## src/rtl/mole_pkg.sv

```systemverilog
// Shared definitions for the whack-a-mole game sequencer.
//   round_state_t : sequencer FSM states
//   MOLE_W        : width of the mole board pattern
//   SCORE_W       : width of the score counter
//   LFSR_TAPS     : feedback mask for x^8+x^6+x^5+x^4+1 (bits 7,5,4,3)
`timescale 1ns/1ps
package mole_pkg;

  typedef enum logic [2:0] {
    ST_IDLE,
    ST_LOAD,
    ST_SHOW,
    ST_CLEAR,
    ST_DONE
  } round_state_t;

  localparam int MOLE_W  = 5;
  localparam int SCORE_W = 8;

  localparam logic [7:0] LFSR_TAPS = 8'b1011_1000;

endpackage

```

## src/rtl/lfsr8.sv

```systemverilog
// Free-running 8-bit Fibonacci LFSR used as the mole pattern source.
// Ports:
//   clk   : system clock
//   rst_n : asynchronous active-low reset, loads SEED
//   state : current LFSR contents (advances every clock)
// A non-zero SEED never reaches the all-zero lock-up state.
`timescale 1ns/1ps
module lfsr8
  import mole_pkg::*;
#(
  parameter logic [7:0] SEED = 8'hA5
) (
  input  logic       clk,
  input  logic       rst_n,
  output logic [7:0] state
);

  always_ff @(posedge clk or negedge rst_n) begin
    if (!rst_n) begin
      state <= SEED;
    end else begin
      state <= {state[6:0], ^(state & LFSR_TAPS)};
    end
  end

endmodule

```

## src/rtl/mole_round_ctrl.sv

```systemverilog
// Whack-a-mole game sequencer. Loads a pseudo-random mole pattern per
// round, times the round, ends it early once the board is empty, and
// counts rounds and hits. Owns every write to the mole board.
// Ports:
//   clk, rst_n    : clock, asynchronous active-low reset
//   start         : single-cycle pulse that begins a game (IDLE or DONE)
//   board_state   : moles currently up on the board
//   score_trigger : hit level from the board; rising edges score
//   load, loadval : board write strobe and pattern (loadval=0 when idle)
//   score         : hits this game, saturating
//   round_num     : current round, 1-based, 0 in IDLE
//   busy          : high while a round is in progress
//   game_over     : high once the last round has cleared
`timescale 1ns/1ps
module mole_round_ctrl
  import mole_pkg::*;
#(
  parameter int unsigned TICKS_PER_ROUND = 25_000_000,
  parameter int unsigned NUM_ROUNDS      = 10,
  parameter logic [7:0]  LFSR_SEED       = 8'hA5
) (
  input  logic               clk,
  input  logic               rst_n,
  input  logic               start,
  input  logic [MOLE_W-1:0]  board_state,
  input  logic               score_trigger,
  output logic               load,
  output logic [MOLE_W-1:0]  loadval,
  output logic [SCORE_W-1:0] score,
  output logic [7:0]         round_num,
  output logic               busy,
  output logic               game_over
);

  localparam logic [31:0] LAST_TICK  = 32'(TICKS_PER_ROUND - 1);
  localparam logic [7:0]  LAST_ROUND = 8'(NUM_ROUNDS);

  round_state_t state;
  logic [31:0]  timer;
  logic [7:0]   lfsr;
  logic         trig_p1;
  logic         score_edge;
  logic         lfsr_unused;

  function automatic logic [SCORE_W-1:0] sat_inc(input logic [SCORE_W-1:0] v);
    return (v == '1) ? v : v + SCORE_W'(1);
  endfunction

  // An all-zero pattern would show nothing, so substitute a single mole.
  function automatic logic [MOLE_W-1:0] pick_pattern(input logic [MOLE_W-1:0] bits);
    return (bits == '0) ? MOLE_W'(1) : bits;
  endfunction

  lfsr8 #(.SEED(LFSR_SEED)) u_lfsr (
    .clk   (clk),
    .rst_n (rst_n),
    .state (lfsr)
  );

  // Only the low bits form the pattern; the upper bits just feed the shift.
  assign lfsr_unused = ^lfsr[7:MOLE_W];

  assign score_edge = score_trigger & ~trig_p1 &
                      ((state == ST_SHOW) | (state == ST_CLEAR));

  // Outputs are registered: each transition sets the values seen in the
  // state being entered. The pattern is taken from the LFSR value present
  // on the edge that enters LOAD.
  always_ff @(posedge clk or negedge rst_n) begin
    if (!rst_n) begin
      state     <= ST_IDLE;
      timer     <= '0;
      trig_p1   <= 1'b0;
      load      <= 1'b0;
      loadval   <= '0;
      score     <= '0;
      round_num <= '0;
      busy      <= 1'b0;
      game_over <= 1'b0;
    end else begin
      trig_p1 <= score_trigger;
      load    <= 1'b0;
      loadval <= '0;
      if (score_edge) score <= sat_inc(score);

      case (state)
        ST_IDLE, ST_DONE: begin
          if (start) begin
            state     <= ST_LOAD;
            load      <= 1'b1;
            loadval   <= pick_pattern(lfsr[MOLE_W-1:0]);
            score     <= '0;
            round_num <= 8'd1;
            busy      <= 1'b1;
            game_over <= 1'b0;
          end
        end
        ST_LOAD: begin
          state <= ST_SHOW;
          timer <= '0;
        end
        ST_SHOW: begin
          timer <= timer + 32'd1;
          // Timeout and all-clear in the same cycle collapse into one exit.
          if (timer == LAST_TICK || board_state == '0) begin
            state <= ST_CLEAR;
            load  <= 1'b1;
          end
        end
        ST_CLEAR: begin
          if (round_num == LAST_ROUND) begin
            state     <= ST_DONE;
            busy      <= 1'b0;
            game_over <= 1'b1;
          end else begin
            state     <= ST_LOAD;
            round_num <= round_num + 8'd1;
            load      <= 1'b1;
            loadval   <= pick_pattern(lfsr[MOLE_W-1:0]);
          end
        end
        default: state <= ST_IDLE;
      endcase
    end
  end

endmodule

```

## config.mk

```make
export PLATFORM = sky130hd
export DESIGN_NAME = mole_round_ctrl
export DESIGN_NICKNAME = d
export VERILOG_FILES = /design/src/rtl/mole_pkg.sv /design/src/rtl/lfsr8.sv /design/src/rtl/mole_round_ctrl.sv
export SDC_FILE = /design/constraint.sdc
export NUM_CORES = 1
export LEC_CHECK = 0
export ABC_CLOCK_PERIOD_IN_PS = 3900
export CORE_UTILIZATION = 40
export CTS_CLUSTER_DIAMETER = 80
export DETAILED_ROUTE_END_ITERATION = 10
export HOLD_SLACK_MARGIN = 0.1
export PLACE_DENSITY_LB_ADDON = 0.2
export SYNTH_ARGS = -nofsm -noshare
export SYNTH_HDL_FRONTEND = slang
export SYNTH_SLANG_ARGS = --single-unit
export TNS_END_PERCENT = 5
```

## constraint.sdc

```tcl
create_clock -name clk -period 3.9 [get_ports clk]
set_input_delay 0.585 -clock clk [delete_from_list [all_inputs] [get_ports clk]]
set_output_delay 0.585 -clock clk [all_outputs]
set_load 0.005 [all_outputs]
```

Word level (Yosys, flattened, before mapping):

Index checks and enable logic that the tools add are counted.

* flip-flop bits (word level): 68
* input port bits: 9
* output and inout bits: 24
* logic and storage cells: 65

* add/sub/neg operators: 3
* eq/ne operators: 11
* multiplexer cells: 26
* bitwise gates (word level): 4
* reductions and logical operators: 11

Operator list (count)
* $pmux W32 S2: 1
* $mux W8: 6
* $add A32 B1 Y32 const B: 1
* $eq A32 B25 Y1 const B: 1
* $add A8 B1 Y8 const B: 2
* $pmux W8 S2: 1
* $mux W5: 3
* $pmux W3 S4: 1
* $logic_not A5 Y1: 2
* $pmux W5 S2: 1
* $mux W3: 3
* $eq A8 B4 Y1 const B: 1
* $eq A8 B8 Y1 const B: 1
* $reduce_xor A8 Y1: 1
* $mux W1: 7
* $eq A3 B2 Y1 const B: 2
* $reduce_and A3 Y1: 2
* $ne A2 B1 Y1 const B: 2
* $ne A2 B2 Y1 const B: 2
* $pmux W1 S2: 2
* $reduce_bool A2 Y1: 2
* $eq A3 B1 Y1 const B: 1
* $eq A3 B3 Y1 const B: 1
* $logic_not A3 Y1: 1
* other kinds (7): 8

Longest topological paths before layout:

Gate-level depths: netlist of the first run.

* depth after elaboration: 6
* depth in mapped cells: 8
* depth with buffers taken out: 7

Hierarchy:

Synthesis of the first run repeated with hierarchy kept, for this count alone.

* cells, all modules: 318
* area total of the unflattened synthesis: 3323.2 µm²

By module, submodules not included
* mole_round_ctrl: instances 1, cells each 307, area an instance 3091.7 µm²
* lfsr8: instances 1, cells each 11, area an instance 231.5 µm²

Worst setup path after synthesis of the first run:

Ideal clock, no wire load.

* path type: register -> register
* from: register timer[0]
* to: register timer[20]
* setup time: 0.095 ns
* arrival: 1.674 ns
* data required time: 3.805 ns
* setup slack: 2.130 ns
* cell stages (with the launch flop): 8
* period minus slack after synthesis: 1.770 ns
* cells stage by stage: dfrtp_1 ha_1 nand4_1 nor4_4 and2_1 buf_4 nand2_1 o31ai_1

* cells in the longest elaborated chain, start to end: 2

RTL lines
* start, declared: RTL line mole_round_ctrl.sv:39 `logic [31:0] timer;`
* start signal, assigned: RTL line mole_round_ctrl.sv:103 `timer <= timer + 32'd1;`
* $add A32 B1 Y32: RTL line mole_round_ctrl.sv:103
* $pmux W32 S2: RTL line mole_round_ctrl.sv:86 `case (state)`

No other way between the ends.
A chain may end at the register's enable or synchronous reset.

Worst setup path after layout of the first run:

* from: register state[1]
* to: register timer[9]

* cells in the longest elaborated chain, start to end: 2
* elaborated cells on any way between the ends: 4
* those cells by class: eq/ne: 2; mux: 1; reduce/logical: 1

RTL lines
* start, declared: RTL line mole_round_ctrl.sv:38 `round_state_t state;`
* start signal, assigned: RTL line mole_round_ctrl.sv:71 `state <= ST_IDLE;`
* start signal, assigned: RTL line mole_round_ctrl.sv:89 `state <= ST_LOAD;`
* start signal, assigned: RTL line mole_round_ctrl.sv:99 `state <= ST_SHOW;`
* $eq A3 B2 Y1 / $eq A3 B1 Y1 (equally long branches): RTL line mole_round_ctrl.sv:86
* $pmux W32 S2 / $reduce_bool A2 Y1 (equally long branches)

Parallel ways exist; a longest one is shown, timed or not.

==> results of run 1 <==
==> flip-flops by register name, indices dropped and copies added (netlist names) <==
signal	count
state	3
trig_p1	1
load	1
round_num	8
loadval	5
u_lfsr.state	8
busy	1
score	8
game_over	1
timer	32
==> power groups by stage <==
stage          clock (mW)  sequential (mW)  combinational [mW]
6_report            0.577            0.851               0.604
5_1_grt             0.620            0.863               0.683
4_1_cts             0.593            0.851               0.607
3_5_place_dp            0            0.865               0.605
3_3_place_gp            0            0.860               0.598
2_1_floorplan           0            0.844               0.404
==> worst max-delay path, stage by stage (launching register included) <==
cell and delay [ns]:
dfrtp_1 0.45, xor2_1 0.18, nand2_1 0.48, inv_1 0.54, o21ai_0 0.15, nand2_1 0.10
o21ai_0 0.08
==> layout by cell type (no fill, tap or decap), drive strengths merged, types with 2 or more instances in the layout <==
cell	instances
a211oi	3
a21o	2
a21oi	17
a31oi	14
a41oi	3
and2	6
and3	14
and4	3
buf	4
clkbuf	10
clkdlybuf4s50	31
clkinv	2
clkinvlp	2
dfrtp	64
dfstp	4
ha	4
inv	9
mux2i	2
nand2	34
nand2b	2
nand3	21
nand4	23
nor2	22
nor2b	5
nor3	9
nor4	8
o211ai	5
o21ai	34
o31ai	3
or4	4
xnor2	5
xor2	8
==> metrics by stage <==
step	area, um^2	std cells
5_1_grt	3980	492
4_1_cts	3980	492
3_3_place_gp	3790	476
2_1_floorplan	3410	356
6_report	3980	492
3_5_place_dp	3790	476
==> metal layers <==
metal	wire length, um	GRT usage, %	up-vias
met5	0	0	-
met4	120	7.95	0
met3	345	3.96	13
met2	3410	28.7	73
met1	3710	25.6	1377
li1	-	-	1367
==> cell type report <==
class,count,area share (%)
tap,105,3.30
timing repair buffer,35,8.49
clock inverter,6,1.60
clock buffer,10,3.21
inverter,8,0.755
multi-input combinational,260,39.7
sequential,68,42.9
==> logic make-up (layout without fill, tap and decap cells) <==
family	count (synthesis)	in the layout	share of synthesized area, %
flops	68	68	50.1
compound gates	86	86	15.0
buf+inv	28	59	3.49
mux	2	2	0.588
xor+xnor	13	13	3.34
simple gates	155	155	26.0
fa+ha+maj	4	4	1.47
==> worst paths after layout <==
kind                                                 from                   endpoint  slack, ns  depth (start not counted)
worst max-delay path                 state[1]$_DFFE_PN0P_       timer[9]$_DFFE_PN0N_       1.78                          6
worst min-delay path                                rst_n   round_num[5]$_DFFE_PN0P_       0.20                          1
worst max register to register       state[1]$_DFFE_PN0P_       timer[9]$_DFFE_PN0N_       1.78                          6
worst min register to register  u_lfsr.state[6]$_DFF_PN0_  u_lfsr.state[7]$_DFF_PN1_       0.37                          0
max in group asynchronous                           rst_n  u_lfsr.state[5]$_DFF_PN1_       2.72                          2
min in group clk                u_lfsr.state[6]$_DFF_PN0_  u_lfsr.state[7]$_DFF_PN1_       0.37                          0
==> reports/qor.yml, run 1 <==
routing:
  vias: 2830
  viasPerCell: 5.75
  drt_first_pass_iters: 5
  wire_per_inst_um: 15.4
  drtIter0Drc: 151
  finalWirelength_mm: 7.58
  drt.antenna.violating_nets: 0
  remaining_drc_errors: 0
sta:
  clock.fmax_mhz: 471
  setup-violations-final: 0
  period_needed_ns: 2.12
  holdWs_ns: 0.202
  finalHoldViolations: 0
  finalCritPeriodShare_pct: 54.4
  report.final.slew_viol_count: 0
  setup_ws_ns: 1.78
  fin_setup_tns_ns: 0
  fin_skew_ns: 0.0118
  worstMarginPinSlew_ns: 0.996
  rsz0062_at_grt: "no"
  slew_headroom_pct: 33.4
logic_synthesis:
  synth_top_area_share_pct: 47.0
  ys_seq_area_share_pct: 50.1
  synth_edf_count: 0
  synthCells: 356
  synth_area_um2: 3410
  synth.avg_cell_area_um2: 9.57
  synth_flop_cell: "dfrtp_1"
  syn-num-nets: 369
  yosysMostFrequentCell: "dfrtp_1"
  yosysUniqueCellTypes: 48
  ys_ff_latch: 68
  netlist_top_cells_count: "64 x dfrtp_1, 34 x nand2_1, 33 x o21ai_0"
  synthTopCellsByArea: "dfrtp_1 47%, o21ai_0 4.8%, nand4_1 3.9%"
  synthArstFlopShare_pct: 100
  synth_top_cell_by_area: "dfrtp_1"
  yosys_warnings: 0
min_path:
  min_path_type: "primary input to asynchronous set/reset pin"
setup_path:
  crit_type: "flop to flop"
  worstSetupEndpointType: "flop"
  cp.arrival_ns: 2.33
  crit_path_start_kind: "flop"
  worstPathRequired_ns: 4.11
  crit_path_max_fanout: 22
place:
  place_ws_ns: 1.72
  hpwlAfterDp_mm: 5.05
  gp_congestion: 0.811
  io_buffers: 32
grt:
  grtUsageTotal_pct: 18.8
  grt_max_degree: 46
  grt_overflow_total: 0
  grt_pass1_wl_mm: 12.8
  antenna_found_initial: 0
  first_global_vias: 2581
die:
  chipHeight_um: 94.3
  start_util_pct: 41.4
  dieWidth_um: 94.3
  ios: 33
  die_area_um2: 8890
  core_um2: 8220
  row_count: 33
clock_network:
  cts_sinks: 68
  post_cts_buffers: 0
  root_buffer: "clkbuf_8"
  htreeDepth: 3
  hold_buffers: 0
  cts_tree: "yes"
  cts_made_buffers: 9
  ctsResizeCount: 0
  max-clock-path-buffers: 2
  clk_latency_ns: 0.35
  clk_pin_slew_worst_paths_ns: 0.08
power:
  sw_frac_of_total_pct: 37.0
  worst_ir_drop_vdd_uv: 254
  pwr-share-comb_pct: 29.7
  p_int_mw: 1.28
  p_per_area_nw_per_um2: 511
  total_power_mw: 2.03
  switchingPower_mw: 0.751
  p_leak_nw: 1.69
  power.share.sequential_pct: 41.9
  clkPwrFrac_pct: 28.4
layout:
  drive_gt1_share_pct: 8.27
  seq_area_um2: 1710
  nets: 395
  filler_cell_count: 783
  area_growth_pct: 16.8
  diodes: 0
  utilization_pct: 48.4
  multi_input_area_um2: 1580
run_status:
  status: "completed"
job:
  maxCapViolCount: 0
Note: power is estimated with default switching activity, not from simulation.
==> run 2, diff against run 1 <==
- ABC_CLOCK_PERIOD_IN_PS: 3900 -> 1800
- clock period: 3.9 -> 1.8 ns (I/O delays scaled with it)
==> run 2 against run 1 <==
  * Fmax is 23% higher
  * Hold slack better by 0.16 ns
  * Clock power is 120% higher
  * Clock skew is 0.0024 ns higher
  * Critical path depth is 1 lower
  * Non-clock buffer count is 38 higher
  * Sequential power is 120% higher
  * Die area stayed put
  * Power is 130% higher
  * Sequential share of layout area is 3.3 points lower
  * Global-route usage is 1.8 points higher
  * Largest cell class unchanged
  * Largest power group unchanged
  * Highest routed layer unchanged
==> reports/qor.yml, run 2 (synthesis results as in run 1) <==
setup_path:
  r2r_setup_slack_ns: 0.08  # -1.70 ns
  cp.arrival_ns: 2.00  # -0.33 ns
  crit_chain: "nand4_4 > nor4_4 > nand4_1 > or4_1 > nand3_1"
  crit_type: "flop to flop"
  cp.depth: 5  # -1
  cp_slowest_stage_delay_ns: 0.45  # -0.09 ns
  crit_path_max_fanout: 5  # -77%
  critical_path.top_delay_family: "simple AND/OR/NAND/NOR gates"
  startpoint: "timer[9]$_DFFE_PN0N_"
  critPathBufInv: 0  # -1
  cp-endpoint: "timer[31]$_DFFE_PN0N_"
  worstSetupEndpointType: "flop"
  worstRegToRegCells: 5  # -1
  crit_path_start_kind: "flop"
  slowest_stage: "dfrtp_1"
  worstPathRequired_ns: 2.08  # -2.03 ns
  r2r-start: "timer[9]$_DFFE_PN0N_"
  regToRegEndpoint: "timer[31]$_DFFE_PN0N_"
power:
  worst_ir_drop_vdd_uv: 615  # +140%
  p_leak_nw: 1.89  # +12%
  sw_frac_of_total_pct: 37.1  # +0.12 points
  power.share.sequential_pct: 39.5  # -2.4 points
  p_per_area_nw_per_um2: 1080  # +110%
  pwr-share-comb_pct: 33.0  # +3.3 points
  clkPwrFrac_pct: 27.5  # -0.9 points
  p_int_mw: 2.95  # +130%
  switchingPower_mw: 1.74  # +130%
clock_network:
  clk_pin_slew_worst_paths_ns: 0.08  # about the same
  max-clock-path-buffers: 2  # unchanged
  cts_sinks: 68  # unchanged
  clk_latency_ns: 0.35  # about the same
  root_buffer: "clkbuf_8"
  cts_made_buffers: 9  # unchanged
  htreeDepth: 3  # unchanged
  cts_tree: "yes"
sta:
  fin_setup_tns_ns: 0  # unchanged
  finalCritPeriodShare_pct: 95.5  # +41 points
  slew_headroom_pct: 58.0  # +25 points
  setup_ws_ns: 0.0808  # -1.70 ns
  worstMarginPinSlew_ns: 0.630  # -0.366 ns
  report.final.slew_viol_count: 0  # unchanged
  rsz0062_at_grt: "yes"
  fin_skew_ns: 0.0142  # +0.00238 ns
  clock.fmax_mhz: 582  # +23%
  holdWs_ns: 0.357  # +0.155 ns
  period_needed_ns: 1.72  # -0.404 ns
  finalHoldViolations: 0  # unchanged
  setup-violations-final: 0  # unchanged
layout:
  nets: 433  # +9.6%
  drive_gt1_share_pct: 18.4  # +10 points
  diodes: 0  # unchanged
  layout_common_cells: "58 x dfrtp_1, 38 x buf_4, 34 x nand2_1"
  largest-register: "timer"
  layout_commonest_cell: "dfrtp_1"
  largest_reg_flops: 32  # unchanged
  area_growth_pct: 27.0
routing:
  finalWirelength_mm: 8.27  # +9.1%
  drtIter0Drc: 148  # -2.0%
  drt_first_pass_iters: 4  # -1
  viasPerCell: 5.56  # -3.3%
  drt.antenna.violating_nets: 0  # unchanged
  remaining_drc_errors: 0  # unchanged
  wire_per_inst_um: 15.6  # +1.3%
  vias: 2948  # +4.2%
grt:
  grt_max_degree: 36  # -22%
  grt_pass1_wl_mm: 14.0  # +9.8%
  antenna_found_initial: 0  # unchanged
  first_global_vias: 2846  # +10%
  grt_overflow_total: 0  # unchanged
  grtUsageTotal_pct: 20.6  # +1.8 points
job:
  maxCapViolCount: 0  # unchanged
die:
  dieWidth_um: 94.3  # unchanged
  row_count: 33  # unchanged
  die_area_um2: 8890  # unchanged
  start_util_pct: 41.4  # unchanged
  ios: 33  # unchanged
  chipHeight_um: 94.3  # unchanged
  core_um2: 8220  # unchanged
place:
  io_buffers: 32  # unchanged
  hpwlAfterDp_mm: 5.78  # +15%
  gp_congestion: 0.874  # +7.8%
  place_ws_ns: -0.0473  # -1.76 ns
min_path:
  min_path_type: "flop to flop"
run_status:
  status: "completed"
-- run 2: cell count changes in the layout (fill, tap and decap cells not counted), moves of 2 or more --
cell / delta
buf_4: +35
dfrtp_1: -6
dfrtp_2: +6
buf_12: +2
-- run 2: layer usage --
| layer | share of wire [%] | GRT usage [%] | vias up |
|---|---|---|---|
| li1 | - | - | 1442 |
| met1 | 48 | 27.8 | 1426 |
| met2 | 46 | 32.9 | 70 |
| met3 | 4.5 | 4.13 | 10 |
| met4 | 1.4 | 6.41 | 0 |
| met5 | 0 | 0 | - |
-- run 2: how the worst min path moves through the flow --
stage	from	to	slack, ns	cells past startpoint
finish	u_lfsr.state[6]$_DFF_PN0_	u_lfsr.state[7]$_DFF_PN1_	0.36	0
global route	u_lfsr.state[6]$_DFF_PN0_	u_lfsr.state[7]$_DFF_PN1_	0.38	0
CTS	u_lfsr.state[6]$_DFF_PN0_	u_lfsr.state[7]$_DFF_PN1_	0.36	0
detailed placement	rst_n	timer[8]$_DFFE_PN0N_	0.32	1
global placement	rst_n	timer[8]$_DFFE_PN0N_	0.32	1
floorplan	rst_n	busy$_DFFE_PN0P_	-0.03	0
-- run 2: area by class of cell --
type	count	area, um^2
well taps	105	131
clock inverters	7	73.8
multi-input cells	260	1600
inverters	8	30.0
flip-flops and latches	68	1710
fillers	758	3890
clock buffers	9	124
repair buffers	73	651
-- run 2: repair_timing --
item,in CTS,in global routing
setup endpoints to repair,2,13
hold endpoints to repair,18,0
pin swaps,0,6
resized for setup,2,9
setup buffers,0,2
hold buffers,1,0
-- run 2: metrics by stage --
stage          cells  area, um^2  util, %  power (mW)
2_1_floorplan    356        3410        -        2.70
3_3_place_gp     511        4070     49.6        3.37
3_5_place_dp     511        4070     49.6        3.39
4_1_cts          528        4280     52.1        4.70
5_1_grt          530        4330     52.6        5.00
6_report         530        4330     52.6        4.69
-- run 2: power groups by stage --
stage / Sequential, mW / Combinational, mW / Clock (mW)
after floorplan: 1.83 / 0.875 / 0
after global placement: 1.85 / 1.52 / 0
after detailed placement: 1.86 / 1.54 / 0
after CTS: 1.83 / 1.55 / 1.33
after global routing: 1.87 / 1.74 / 1.39
final: 1.85 / 1.55 / 1.29
==> run 3, diff against run 2 <==
- SLEW_MARGIN: default -> 20
==> results of run 3 <==
No change in the layout: final DEF, timing and power equal those of run 2.
